File: config.mk
export PLATFORM = sky130hd
export DESIGN_NAME = f_prefetch_buffer
export DESIGN_NICKNAME = d
export VERILOG_FILES = /design/src/rtl/f_prefetch_buffer.sv
export SDC_FILE = /design/constraint.sdc
export NUM_CORES = 1
export LEC_CHECK = 0
export ABC_AREA = 1
export ABC_CLOCK_PERIOD_IN_PS = 5700
export BUFFER_PORTS_ARGS = -buffer_cell sky130_fd_sc_hd__buf_4
export CORE_AREA = 4 4 163 165
export DETAILED_ROUTE_END_ITERATION = 12
export DIE_AREA = 0 0 167 169
export GPL_TIMING_DRIVEN = 0
export PLACE_DENSITY = 0.86
export SLEW_MARGIN = 20
export SYNTH_ARGS = -nofsm -noshare
export SYNTH_HDL_FRONTEND = slang
export SYNTH_SLANG_ARGS = --single-unit
File: constraint.sdc
create_clock -name clock -period 5.7 [get_ports clock]
set_input_delay 1.14 -clock clock [delete_from_list [all_inputs] [get_ports clock]]
set_output_delay 1.14 -clock clock [all_outputs]
set_load 0.005 [all_outputs]
File: src/rtl/f_prefetch_buffer.sv
// f_prefetch_buffer
//   Fetch stage sitting between instruction memory and decode. It issues
//   sequential word-aligned fetch requests, keeps returned words in a
//   DEPTH-entry in-order queue, and hands {pc, instr} pairs to decode.
//   A branch redirect flushes the queue and marks every in-flight response
//   as stale so it is discarded on arrival.
//
// Ports
//   clock, reset      : single clock, asynchronous active-high reset
//   imem_req_valid/ready/addr : fetch request channel (out/in/out)
//   imem_rsp_valid/data       : in-order response channel (in/in)
//   f_valid, f_pc_o, instr    : queue head offered to decode (out)
//   d_ready                   : decode accepts the head this cycle (in)
//   br_en, br_addr            : redirect request and target (in)
//
// Handshakes: a transfer happens on a rising edge where valid & ready are
// both high. A request, once raised, holds valid and address stable until
// it is accepted, except in a br_en cycle which withdraws it. Responses
// carry no ready; they are always accepted (pushed or discarded).
module f_prefetch_buffer #(
  parameter int                XLEN     = 32,
  parameter logic [XLEN-1:0]   RESET_PC = '0,
  parameter int                DEPTH    = 4,
  parameter int                MAX_OUT  = 2
) (
  input  logic            clock,
  input  logic            reset,
  output logic            imem_req_valid,
  input  logic            imem_req_ready,
  output logic [XLEN-1:0] imem_req_addr,
  input  logic            imem_rsp_valid,
  input  logic [XLEN-1:0] imem_rsp_data,
  output logic            f_valid,
  output logic [XLEN-1:0] f_pc_o,
  output logic [XLEN-1:0] instr,
  input  logic            d_ready,
  input  logic            br_en,
  input  logic [XLEN-1:0] br_addr
);

  localparam int CW = $clog2(DEPTH + 1);
  localparam int OW = $clog2(MAX_OUT + 1);
  localparam int PW = $clog2(DEPTH);
  localparam int SW = ((CW > OW) ? CW : OW) + 1;

  logic [XLEN-1:0] fetch_pc_q, fetch_pc_d;
  logic [XLEN-1:0] rsp_pc_q, rsp_pc_d;
  logic [PW-1:0]   head_q, head_d;
  logic [PW-1:0]   tail_q, tail_d;
  logic [CW-1:0]   count_q, count_d;
  logic [OW-1:0]   out_cnt_q, out_cnt_d;
  logic [OW-1:0]   drop_cnt_q, drop_cnt_d;

  logic [XLEN-1:0] pc_mem    [DEPTH];
  logic [XLEN-1:0] instr_mem [DEPTH];

  logic [SW-1:0]   occ;
  logic            req_fire;
  logic            push;
  logic            pop;

  // Issue / output logic
  always_comb begin
    // Queue entries plus non-stale in-flight requests: each of those will
    // need a slot, so this sum must stay below DEPTH to issue another.
    occ            = SW'(count_q) + SW'(out_cnt_q - drop_cnt_q);
    imem_req_valid = !reset && !br_en && (out_cnt_q < OW'(MAX_OUT)) &&
                     (occ < SW'(DEPTH));
    imem_req_addr  = fetch_pc_q;
    f_valid        = (count_q != '0);
    f_pc_o         = f_valid ? pc_mem[head_q]    : '0;
    instr          = f_valid ? instr_mem[head_q] : '0;
    req_fire       = imem_req_valid && imem_req_ready;
    pop            = f_valid && d_ready && !br_en;
    push           = imem_rsp_valid && (drop_cnt_q == '0) && !br_en;
  end

  // Next-state logic
  always_comb begin
    fetch_pc_d = fetch_pc_q;
    rsp_pc_d   = rsp_pc_q;
    head_d     = head_q;
    tail_d     = tail_q;
    count_d    = count_q;
    out_cnt_d  = out_cnt_q;
    drop_cnt_d = drop_cnt_q;

    if (br_en) begin
      fetch_pc_d = {br_addr[XLEN-1:2], 2'b00};
      rsp_pc_d   = {br_addr[XLEN-1:2], 2'b00};
      head_d     = '0;
      tail_d     = '0;
      count_d    = '0;
      // Everything still outstanding after this edge is stale; a response
      // arriving right now is simply discarded.
      out_cnt_d  = out_cnt_q - OW'(imem_rsp_valid);
      drop_cnt_d = out_cnt_q - OW'(imem_rsp_valid);
    end else begin
      if (req_fire) begin
        fetch_pc_d = fetch_pc_q + XLEN'(4);
      end
      out_cnt_d = out_cnt_q + OW'(req_fire) - OW'(imem_rsp_valid);
      if (imem_rsp_valid && (drop_cnt_q != '0)) begin
        drop_cnt_d = drop_cnt_q - OW'(1);
      end
      if (push) begin
        rsp_pc_d = rsp_pc_q + XLEN'(4);
        tail_d   = tail_q + PW'(1);
      end
      if (pop) begin
        head_d = head_q + PW'(1);
      end
      count_d = count_q + CW'(push) - CW'(pop);
    end
  end

  always_ff @(posedge clock or posedge reset) begin
    if (reset) begin
      fetch_pc_q <= RESET_PC;
      rsp_pc_q   <= RESET_PC;
      head_q     <= '0;
      tail_q     <= '0;
      count_q    <= '0;
      out_cnt_q  <= '0;
      drop_cnt_q <= '0;
    end else begin
      fetch_pc_q <= fetch_pc_d;
      rsp_pc_q   <= rsp_pc_d;
      head_q     <= head_d;
      tail_q     <= tail_d;
      count_q    <= count_d;
      out_cnt_q  <= out_cnt_d;
      drop_cnt_q <= drop_cnt_d;
    end
  end

  // Queue storage needs no reset: entries are only visible while count > 0.
  always_ff @(posedge clock) begin
    if (push) begin
      pc_mem[tail_q]    <= rsp_pc_q;
      instr_mem[tail_q] <= imem_rsp_data;
    end
  end

endmodule

* Yosys cells after proc, flatten, opt, wreduce, memory -nomap -nowiden
Memories as Yosys holds them, arrays and structs flattened.
Cells that the tools add are included.
W data, S select, Z words.
** Word-level totals
- Bits of input ports :: 70
- Output and inout bits :: 98
- Memory bits (read-only) :: 0
- Bits in registers :: 75
- Memories :: 2
- Latch bits :: 0
- Logic and storage cells :: 57
- RAM bits :: 256
** Cells by class
- Bitwise logic cells :: 0
- Multiplexer cells :: 16
- Reductions and logical operators :: 18
- Add/sub/neg operators :: 12
- $mul :: 0
- Shift-type cells :: 0
- Divide/modulo/power cells :: 0
- Eq/ne operators :: 0
- $lt $le $gt $ge :: 2
** Memory list
- instr_mem :: depth 4, bits a word 32, rd ports 1, clocked after memory_dff 0, wr ports 1, line 55 : logic [XLEN-1:0] instr_mem [DEPTH];
- pc_mem :: depth 4, bits a word 32, rd ports 1, clocked after memory_dff 0, wr ports 1, line 54 : logic [XLEN-1:0] pc_mem [DEPTH];
** Operators by type and width (count)
- $mux W32 :: 6
- $add A32 B3 Y32 const B :: 2
- $mux W2 :: 7
- $reduce_bool A2 Y1 :: 5
- $logic_and A1 B1 Y1 :: 9
- $add A2 B1 Y2 const B :: 2
- $add A3 B4 Y4 :: 1
- $lt A4 B3 Y1 const B :: 1
- $sub A2 B1 Y2 :: 2
- $add A3 B1 Y3 :: 1
- $mux W3 :: 1
- $reduce_bool A3 Y1 :: 1
- $sub A2 B2 Y3 :: 1
- $sub A3 B1 Y3 :: 1
- $add A2 B1 Y2 :: 1
- $logic_not A1 Y1 :: 2
- $logic_not A2 Y1 :: 1
- $lt A2 B2 Y1 const B :: 1
- $mux W1 :: 2
- $sub A2 B1 Y2 const B :: 1

* Longest topological paths before layout
Gate-level depths: netlist (run 1).
- Word-level depth :: 8
- Gate-level depth with buffers :: 16
- Mapped depth without buffers :: 15

* Worst setup path after synthesis (run 1)
OpenSTA, ideal clock, no wires.
- Path kind :: input to register
- Start :: input br_en
- End :: memory instr_mem[0][0] (enable)
- Slack :: 0.833 ns
- Stages :: 5
- Data required time :: 5.218 ns
- Data arrival time :: 4.385 ns
- Path buffers :: 2
- Setup time :: 0.482 ns
- Path through :: buf_6 > nor2_2 > inv_1 > clkbuf_1 > nor2_1
** Between the ends
- Longest elaborated chain between the ends :: 4
** RTL lines
- start: declaration :: line 37 : input logic br_en,
- $logic_not A1 Y1 :: line 75 : push = imem_rsp_valid && (drop_cnt_q == '0) && !br_en;
- $logic_and A1 B1 Y1 :: line 75
- $mux W1 :: line 139 : if (push) begin
- $mux W1 (not written as such) :: line 141 : instr_mem[tail_q] <= imem_rsp_data;
- end: declaration :: line 55
Every way passes these cells.

* Worst setup path in the final report (run 1)
- Start :: register head_q[0]
- End :: output f_pc_o[19]
** Between the ends
- Longest elaborated chain between the ends :: 2
** RTL lines
- start: declaration :: line 48 : logic [PW-1:0] head_q, head_d;
- start signal: assignment :: line 121 : head_q <= '0;
- start signal: assignment :: line 129 : head_q <= head_d;
- $mem_v2 Z4 W32
- $mux W32 :: line 71 : f_pc_o = f_valid ? pc_mem[head_q] : '0;
- end: declaration :: line 34 : output logic [XLEN-1:0] f_pc_o,
Every way passes these cells.

==> results.sh, run 1 <==
export IMPL_drt_iter0_drc=1668
export IMPL_most_frequent_cp_cell="sky130_fd_sc_hd__buf_2"
export IMPL_start_util=0.5836
export IMPL_maxClockFrequency_mhz=267.5
export IMPL_yosys_area_top_type_share=0.5097
export IMPL_yosysUniqueCellTypes=39
export IMPL_postLayoutCoreUtil=0.7041
export IMPL_antenna_found_initial=0
export IMPL_worst_pin_slew_ns=0.8851
export IMPL_area_growth_synth_to_final_pct=20.65
export IMPL_timing_worst_setup_path_type="reg2out"
export IMPL_post_synthesis_instance_total=1486
export IMPL_critical_path_maximum_fanout=10
export IMPL_design_core_area_mm2=0.02504
export IMPL_slew_headroom=0.4100
export IMPL_p_leak_uw=0.007051
export IMPL_synth_xor_xnor_area_share=0.01618
export IMPL_detailroute_via_count=11998
export IMPL_route_detailed_vias_per_inst=5.850
export IMPL_reg_to_reg_startpoint="drop_cnt_q[1]$_DFFE_PP0P_"
export IMPL_number_of_global_route_vias_before_repair=11983
export IMPL_wirelength_mm=40.26
export IMPL_floorplan_rows=58
export IMPL_portBuffers=160
export IMPL_cts_tree="done"
export IMPL_maximum_number_of_pins_on_one_net_before_global_route_repair=53
export IMPL_cts_root_buffer="sky130_fd_sc_hd__clkbuf_16"
export IMPL_grt_pass1_wl_mm=62.51
export IMPL_die_w_um=167
export IMPL_synthTopCellsByArea="sky130_fd_sc_hd__edfxtp_1 51%, sky130_fd_sc_hd__dfrtp_1 12%, sky130_fd_sc_hd__nor2_1 8.3%"
export IMPL_grt_remaining_overflow=0
export IMPL_worst_ep_arrival_time_ns=2.60
export IMPL_gp_routability_congestion=0.9422
export IMPL_finalNetCount=1782
export IMPL_fin_cells=2051
export IMPL_pin_count=168
export IMPL_hold_path_class="reg2reg"
export IMPL_synth_top_area_cell="sky130_fd_sc_hd__edfxtp_1"
export IMPL_number_of_buffers_created_by_cts=34
export IMPL_timing_final_crit_period_ns=3.738
export IMPL_gr_usage_all_layers=0.2794
export IMPL_drcViolationCount=0
export IMPL_synthSimpleGateAreaFrac=0.2055
export IMPL_max_cap_violations=0
export IMPL_max_vdd_ir_drop_v=0.0002609
export IMPL_die_area_mm2=0.02822
export IMPL_post_synth_mux_area_share=0
export IMPL_cts_hold_buf=0
export IMPL_combinational_family_with_the_most_area_after_synthesis="simple AND/OR/NAND/NOR gates"
export IMPL_rsz0062_at_grt="no"
export IMPL_worstHoldStart="drop_cnt_q[1]$_DFFE_PP0P_"
export IMPL_routed_wire_length_per_instance_um=19.63
export IMPL_outcome="finished, final reports clean"
export IMPL_critPathLaunchType="flop"
export IMPL_path_clk_slew_ns=0.06
export IMPL_post_cts_repair_setup_buffers=0
export IMPL_detailedRoute_firstPassIterationCount=6
export IMPL_cts_resized=0
export IMPL_critPathLaunch="head_q[0]$_DFFE_PP0P_"
export IMPL_synthesis_area_per_instance_um2=9.833
export IMPL_cp_slowest_cell="sky130_fd_sc_hd__clkbuf_1"
export IMPL_postRouteAntennaNets=0
export IMPL_fillers=1696
export IMPL_post_synthesis_adder_cell_area_fraction=0.01473
export IMPL_setup_worst_path_end_class="primary output"
export IMPL_worstSkewPairLatency_ns=0.52
export IMPL_drive_gt1_frac=0.1627
export IMPL_diode_insertion_count_for_antenna_repair=0
export IMPL_worst_path_largest_cell_delay_ns=0.42
export IMPL_dp_cells=1990
export IMPL_synthesis_area_mm2=0.01461
export IMPL_timing_max_transition_violations_final=0
export IMPL_crit_chain="buf_2, inv_2, buf_2, clkbuf_1, o21ai_0, a21oi_1, buf_4"
export IMPL_htree_num_levels=2
export IMPL_hold_viol_final=0
export IMPL_tritoncts_num_sinks=319
export IMPL_worstPathRequired_ns=4.56
export IMPL_synth_compound_area_frac=0.08632
export IMPL_synth_seq_area_share=0.6313
export IMPL_dp_final_hpwl_mm=26.85
export IMPL_yosys_warnings=0
export IMPL_clock_skew_ns=0.02824
export IMPL_count_of_state_elements_after_synthesis=319
export IMPL_timing_reg2reg_setup_slack_ns=2.37
export IMPL_clock_tree_buffer_depth=3
export IMPL_fp_dieH_um=169
export IMPL_fin_crit_share=0.6558
export IMPL_power_per_cell_area_mw_per_mm2=413.2
export IMPL_count_of_final_setup_violators=0
## cell families (layout without fill, tap and decap cells)
kind of cell	Yosys count	in the layout
simple gates	718	718
flops	319	319
compound gates	244	244
buf+inv	161	393
xor+xnor	27	27
fa+ha+maj	16	16
other cells	1	4
## power breakdown
group          internal [uW]  total, uW  switching, uW
sequential              2740       2970            231
clock                   1240       2120            887
combinational            850       2200           1350
total                   4820       7280           2460
## cell usage in the layout, fill, tap and decap left out, drive strengths merged, types with 6 or more instances in the layout
| master | n |
|---|---|
| nand3 | 80 |
| xnor2 | 13 |
| dfrtp | 71 |
| nand2 | 268 |
| clkbuf | 80 |
| edfxtp | 248 |
| nand4 | 12 |
| clkinv | 16 |
| buf | 200 |
| o211ai | 6 |
| o21ai | 154 |
| xor2 | 14 |
| nor3 | 12 |
| a21oi | 76 |
| inv | 94 |
| nor2 | 336 |
| ha | 14 |
| nand3b | 6 |
## worst paths after layout
check | endpoint | cells after the start
setup / recovery | f_pc_o[19] | 7
hold / removal | drop_cnt_q[1]$_DFFE_PP0P_ | 2
setup reg to reg | pc_mem[0][25]$_DFFE_PP_ | 9
hold reg to reg | drop_cnt_q[1]$_DFFE_PP0P_ | 2
max in group asynchronous | rsp_pc_q[24]$_DFFE_PP0N_ | 3
min in group asynchronous | head_q[1]$_DFFE_PP0P_ | 2
## registers in the layout (all words and copies together), names as in the netlist
signal,count
pc_mem,120
head_q,2
imem_req_addr,30
instr_mem,128
rsp_pc_q,30
drop_cnt_q,2
count_q,3
out_cnt_q,2
tail_q,2
## routing by layer
metal	up-vias	routed length, um	GRT usage
met5	-	0	0
met4	0	1377	0.1035
met3	123	4277	0.05535
met2	813	19690	0.4713
met1	5632	14920	0.3629
li1	5430	-	-
## critical path, delay by kind of cell (launching register included)
kind / cells / cell delay, ns
compound gates: 2 / 0.46
buf+inv: 5 / 1.27
flops: 1 / 0.35
## metrics by stage
stage | cell area, um2 | setup TNS, ns | setup WS, ns | total power [uW] | hold slack (ns)
after floorplan | 14620 | 0 | 0.8330 | 4084 | 0.4964
after global placement | 16240 | -366.01 | -1.542 | 5034 | 0.5155
after detailed placement | 16550 | 0 | 1.840 | 5141 | 0.5351
after CTS | 17630 | 0 | 1.969 | 7277 | 0.5523
after global routing | 17630 | 0 | 1.827 | 7634 | 0.6038
final | 17630 | 0 | 1.962 | 7284 | 0.5526
## cell type report
type	count	area (um2)	share of cell area
buffer	67	315.3	0.01789
tap	330	412.9	0.02342
sequential	319	9224	0.5232
clock buffer	42	912.1	0.05174
inverter	94	355.3	0.02016
timing repair buffer	171	1481	0.08404
clock inverter	19	166.4	0.009440
multi-input combinational	1009	4761	0.2701
## synth_stat cells
library cell / n
sky130_fd_sc_hd__nor2_1: 323
sky130_fd_sc_hd__nand2_1: 264
sky130_fd_sc_hd__edfxtp_1: 248
sky130_fd_sc_hd__o21ai_0: 147
sky130_fd_sc_hd__inv_1: 90
sky130_fd_sc_hd__nand3_1: 77
sky130_fd_sc_hd__a21oi_1: 76
sky130_fd_sc_hd__dfrtp_1: 71
sky130_fd_sc_hd__clkbuf_1: 38
sky130_fd_sc_hd__buf_2: 18
sky130_fd_sc_hd__ha_1: 14
sky130_fd_sc_hd__xor2_1: 14
sky130_fd_sc_hd__xnor2_1: 13
sky130_fd_sc_hd__nand4_1: 11
sky130_fd_sc_hd__nor3_1: 11
sky130_fd_sc_hd__nor2_2: 7
sky130_fd_sc_hd__nand3b_1: 6
sky130_fd_sc_hd__o211ai_1: 6
sky130_fd_sc_hd__o21ai_1: 6
sky130_fd_sc_hd__buf_4: 5
sky130_fd_sc_hd__nor2_4: 5
sky130_fd_sc_hd__inv_2: 4
sky130_fd_sc_hd__o21bai_1: 4
sky130_fd_sc_hd__buf_1: 3
sky130_fd_sc_hd__buf_6: 3
sky130_fd_sc_hd__nand2_2: 3
sky130_fd_sc_hd__nand3_2: 3
sky130_fd_sc_hd__fa_1: 2
sky130_fd_sc_hd__nor3b_1: 2
sky130_fd_sc_hd__o311ai_0: 2
sky130_fd_sc_hd__or2_2: 2
sky130_fd_sc_hd__a22oi_1: 1
sky130_fd_sc_hd__a31oi_1: 1
sky130_fd_sc_hd__conb_1: 1
sky130_fd_sc_hd__nand2_4: 1
sky130_fd_sc_hd__nand4_4: 1
sky130_fd_sc_hd__nor2_8: 1
sky130_fd_sc_hd__nor3_4: 1
sky130_fd_sc_hd__o21ai_2: 1
Power figures use the tool's default switching activity.
==> run 2, diff against run 1 <==
--- a/config.mk
+++ b/config.mk
@@ -6,13 +6,13 @@
 export NUM_CORES = 1
 export LEC_CHECK = 0
 export ABC_AREA = 1
-export ABC_CLOCK_PERIOD_IN_PS = 5700
+export ABC_CLOCK_PERIOD_IN_PS = 3200
 export BUFFER_PORTS_ARGS = -buffer_cell sky130_fd_sc_hd__buf_4
-export CORE_AREA = 4 4 163 165
+export CORE_AREA = 4 4 172 174
 export DETAILED_ROUTE_END_ITERATION = 12
-export DIE_AREA = 0 0 167 169
+export DIE_AREA = 0 0 176 178
 export GPL_TIMING_DRIVEN = 0
-export PLACE_DENSITY = 0.86
+export PLACE_DENSITY = 0.82
 export SLEW_MARGIN = 20
 export SYNTH_ARGS = -nofsm -noshare
 export SYNTH_HDL_FRONTEND = slang
==> constraint.sdc (replaced) <==
create_clock -name clock -period 3.2 [get_ports clock]
set_input_delay 0.64 -clock clock [delete_from_list [all_inputs] [get_ports clock]]
set_output_delay 0.64 -clock clock [all_outputs]
set_load 0.005 [all_outputs]
==> run 2 against run 1 <==
Compared with the run above: setup slack got worse by 1.9 ns; global-route usage fell by 3.7 points; routed wire length fell by 3.0%; critical endpoint is now imem_req_valid; largest cell class unchanged.
==> results.sh, run 2 (same netlist as run 1, synthesis figures left out) <==
export IMPL_max_cap_violations=0
export IMPL_die_w_um=176
export IMPL_detailroute_via_count=11610
export IMPL_rr_worst_depth=16
export IMPL_cts_hold_buf=0
export IMPL_mostFrequentLayoutCells="319 x sky130_fd_sc_hd__nor2_1, 263 x sky130_fd_sc_hd__nand2_1, 248 x sky130_fd_sc_hd__edfxtp_1"
export IMPL_detailedRoute_firstPassIterationCount=5
export IMPL_flip_flop_count_of_the_largest_register_all_copies_and_words_added=128
export IMPL_diode_insertion_count_for_antenna_repair=0
export IMPL_wirelength_mm=39.04
export IMPL_p_leak_uw=0.007019
export IMPL_antenna_found_initial=0
export IMPL_number_of_global_route_vias_before_repair=11277
export IMPL_rsz0062_at_grt="no"
export IMPL_design_core_area_mm2=0.02778
export IMPL_power_per_cell_area_mw_per_mm2=713.8
export IMPL_worst_pin_slew_ns=0.7785
export IMPL_routed_wire_length_per_instance_um=18.60
export IMPL_area_growth_synth_to_final_pct=20.62
export IMPL_number_of_buffers_created_by_cts=31
export IMPL_drcViolationCount=0
export IMPL_timing_final_crit_period_ns=3.090
export IMPL_count_of_final_setup_violators=0
export IMPL_cts_root_buffer="sky130_fd_sc_hd__clkbuf_16"
export IMPL_timing_max_transition_violations_final=0
export IMPL_top_registers="instr_mem: 128 flops, pc_mem: 120 flops"
export IMPL_outcome="finished, final reports clean"
export IMPL_die_area_mm2=0.03133
export IMPL_start_util=0.5259
export IMPL_critical_path_maximum_fanout=2
export IMPL_gp_routability_congestion=0.9297
export IMPL_tritoncts_num_sinks=319
export IMPL_worstSkewPairLatency_ns=0.55
export IMPL_cts_tree="done"
export IMPL_clock_tree_buffer_depth=3
export IMPL_hold_viol_final=0
export IMPL_fin_cells=2099
export IMPL_regMostFlops="instr_mem"
export IMPL_htree_num_levels=1
export IMPL_path_clk_slew_ns=0.06
export IMPL_grt_remaining_overflow=0
export IMPL_dp_final_hpwl_mm=27.37
export IMPL_pin_count=168
export IMPL_worst_ep_arrival_time_ns=2.45
export IMPL_hold_path_class="in2async"
export IMPL_fin_crit_share=0.9657
export IMPL_grt_pass1_wl_mm=59.93
export IMPL_timing_worst_setup_path_type="reg2out"
export IMPL_critPathLaunchType="flop"
export IMPL_postRouteAntennaNets=0
export IMPL_drive_gt1_frac=0.1650
export IMPL_drt_iter0_drc=1309
export IMPL_dp_cells=2039
export IMPL_max_vdd_ir_drop_v=0.0004399
export IMPL_setup_worst_path_end_class="primary output"
export IMPL_fp_dieH_um=178
export IMPL_portBuffers=160
export IMPL_slew_headroom=0.4810
export IMPL_gr_usage_all_layers=0.2420
export IMPL_mostFrequentLayoutCell="sky130_fd_sc_hd__nor2_1"
export IMPL_route_detailed_vias_per_inst=5.531
export IMPL_worstPathRequired_ns=2.56
export IMPL_postLayoutCoreUtil=0.6344
export IMPL_finalNetCount=1783
export IMPL_clock_skew_ns=0.01429
export IMPL_floorplan_rows=61
export IMPL_maximum_number_of_pins_on_one_net_before_global_route_repair=41
export IMPL_maxClockFrequency_mhz=323.6
[run 2: changes by cell type in the layout (fill, tap and decap cells not counted), sizes merged]
| cell | previous run | this run |
|---|---|---|
| buf | 200 | 205 |
| inv | 94 | 95 |
| clkinv | 16 | 6 |
| clkbuf | 80 | 87 |
| bufinv | 2 | 0 |
| clkinvlp | 1 | 0 |
[run 2: where the power goes]
part	leakage, uW	internal [uW]	switching, uW	total [uW]
Clock	0.000456	1910	1460	3370
Sequential	0.00312	4870	409	5280
Combinational	0.00345	1560	2370	3930
[run 2: worst max-delay path: stages, from the launching register on]
cell and delay [ns]:
sky130_fd_sc_hd__dfrtp_1 0.38, sky130_fd_sc_hd__inv_1 0.09, sky130_fd_sc_hd__ha_1 0.14, sky130_fd_sc_hd__inv_1 0.05, sky130_fd_sc_hd__fa_1 0.45, sky130_fd_sc_hd__ha_1 0.30, sky130_fd_sc_hd__nand3_2 0.10, sky130_fd_sc_hd__nand2_2 0.09
sky130_fd_sc_hd__o21ai_4 0.07, sky130_fd_sc_hd__nand3_2 0.07, sky130_fd_sc_hd__inv_1 0.04, sky130_fd_sc_hd__buf_4 0.12
[run 2: metrics by stage]
step	total power (uW)	setup TNS (ns)	instance area (um2)	setup slack, ns	hold slack [ns]
6_report	12580	0	17620	0.1098	0.1267
5_1_grt	13240	0	17620	0.01252	0.1476
2_1_floorplan	7273	-40.80	14630	-0.1645	0.4964
3_5_place_dp	9193	-1.648	16620	-0.09300	0.5164
3_3_place_gp	8999	-476.53	16310	-1.898	0.5151
4_1_cts	12580	-0.02562	17580	-0.02562	0.1268
[run 2: area by class of cell]
type	instances	area [um2]
fillers	2186	10160
clock inverters	7	38.79
repair buffers	176	1524
clock buffers	50	897.1
plain buffers	66	324.1
inverters	94	355.3
multi-input cells	1009	4788
flip-flops and latches	319	9224
well taps	378	473.0
[run 2: what timing repair did]
action	CTS	global route
gates resized for setup	5	9
buffers inserted	1	3
endpoints found under the setup margin	4	129
pin swaps	2	2
cloned	0	0
[run 2: path summary, 6_finish.rpt]
| check | start | to | slack (ns) |
|---|---|---|---|
| worst min register to register | drop_cnt_q[1]$_DFFE_PP0P_ | drop_cnt_q[1]$_DFFE_PP0P_ | 0.53 |
| max in group asynchronous | reset | imem_req_addr[28]$_DFFE_PP0P_ | 2.49 |
| worst min-delay path | reset | imem_req_addr[4]$_DFFE_PP0P_ | 0.13 |
| min in group clock | imem_rsp_data[28] | instr_mem[3][28]$_DFFE_PP_ | 0.29 |
| worst max-delay path | out_cnt_q[0]$_DFF_PP0_ | imem_req_valid | 0.11 |
| worst max register to register | out_cnt_q[0]$_DFF_PP0_ | out_cnt_q[1]$_DFF_PP0_ | 0.17 |
[run 2: metal layers]
layer / share of wire / wire, um / global-route usage / up-vias
li1: - / - / - / 5427
met1: 0.40 / 15510 / 0.3306 / 5475
met2: 0.48 / 18600 / 0.4082 / 627
met3: 0.098 / 3840 / 0.03900 / 81
met4: 0.028 / 1084 / 0.06563 / 0
met5: 0 / 0 / 0 / -
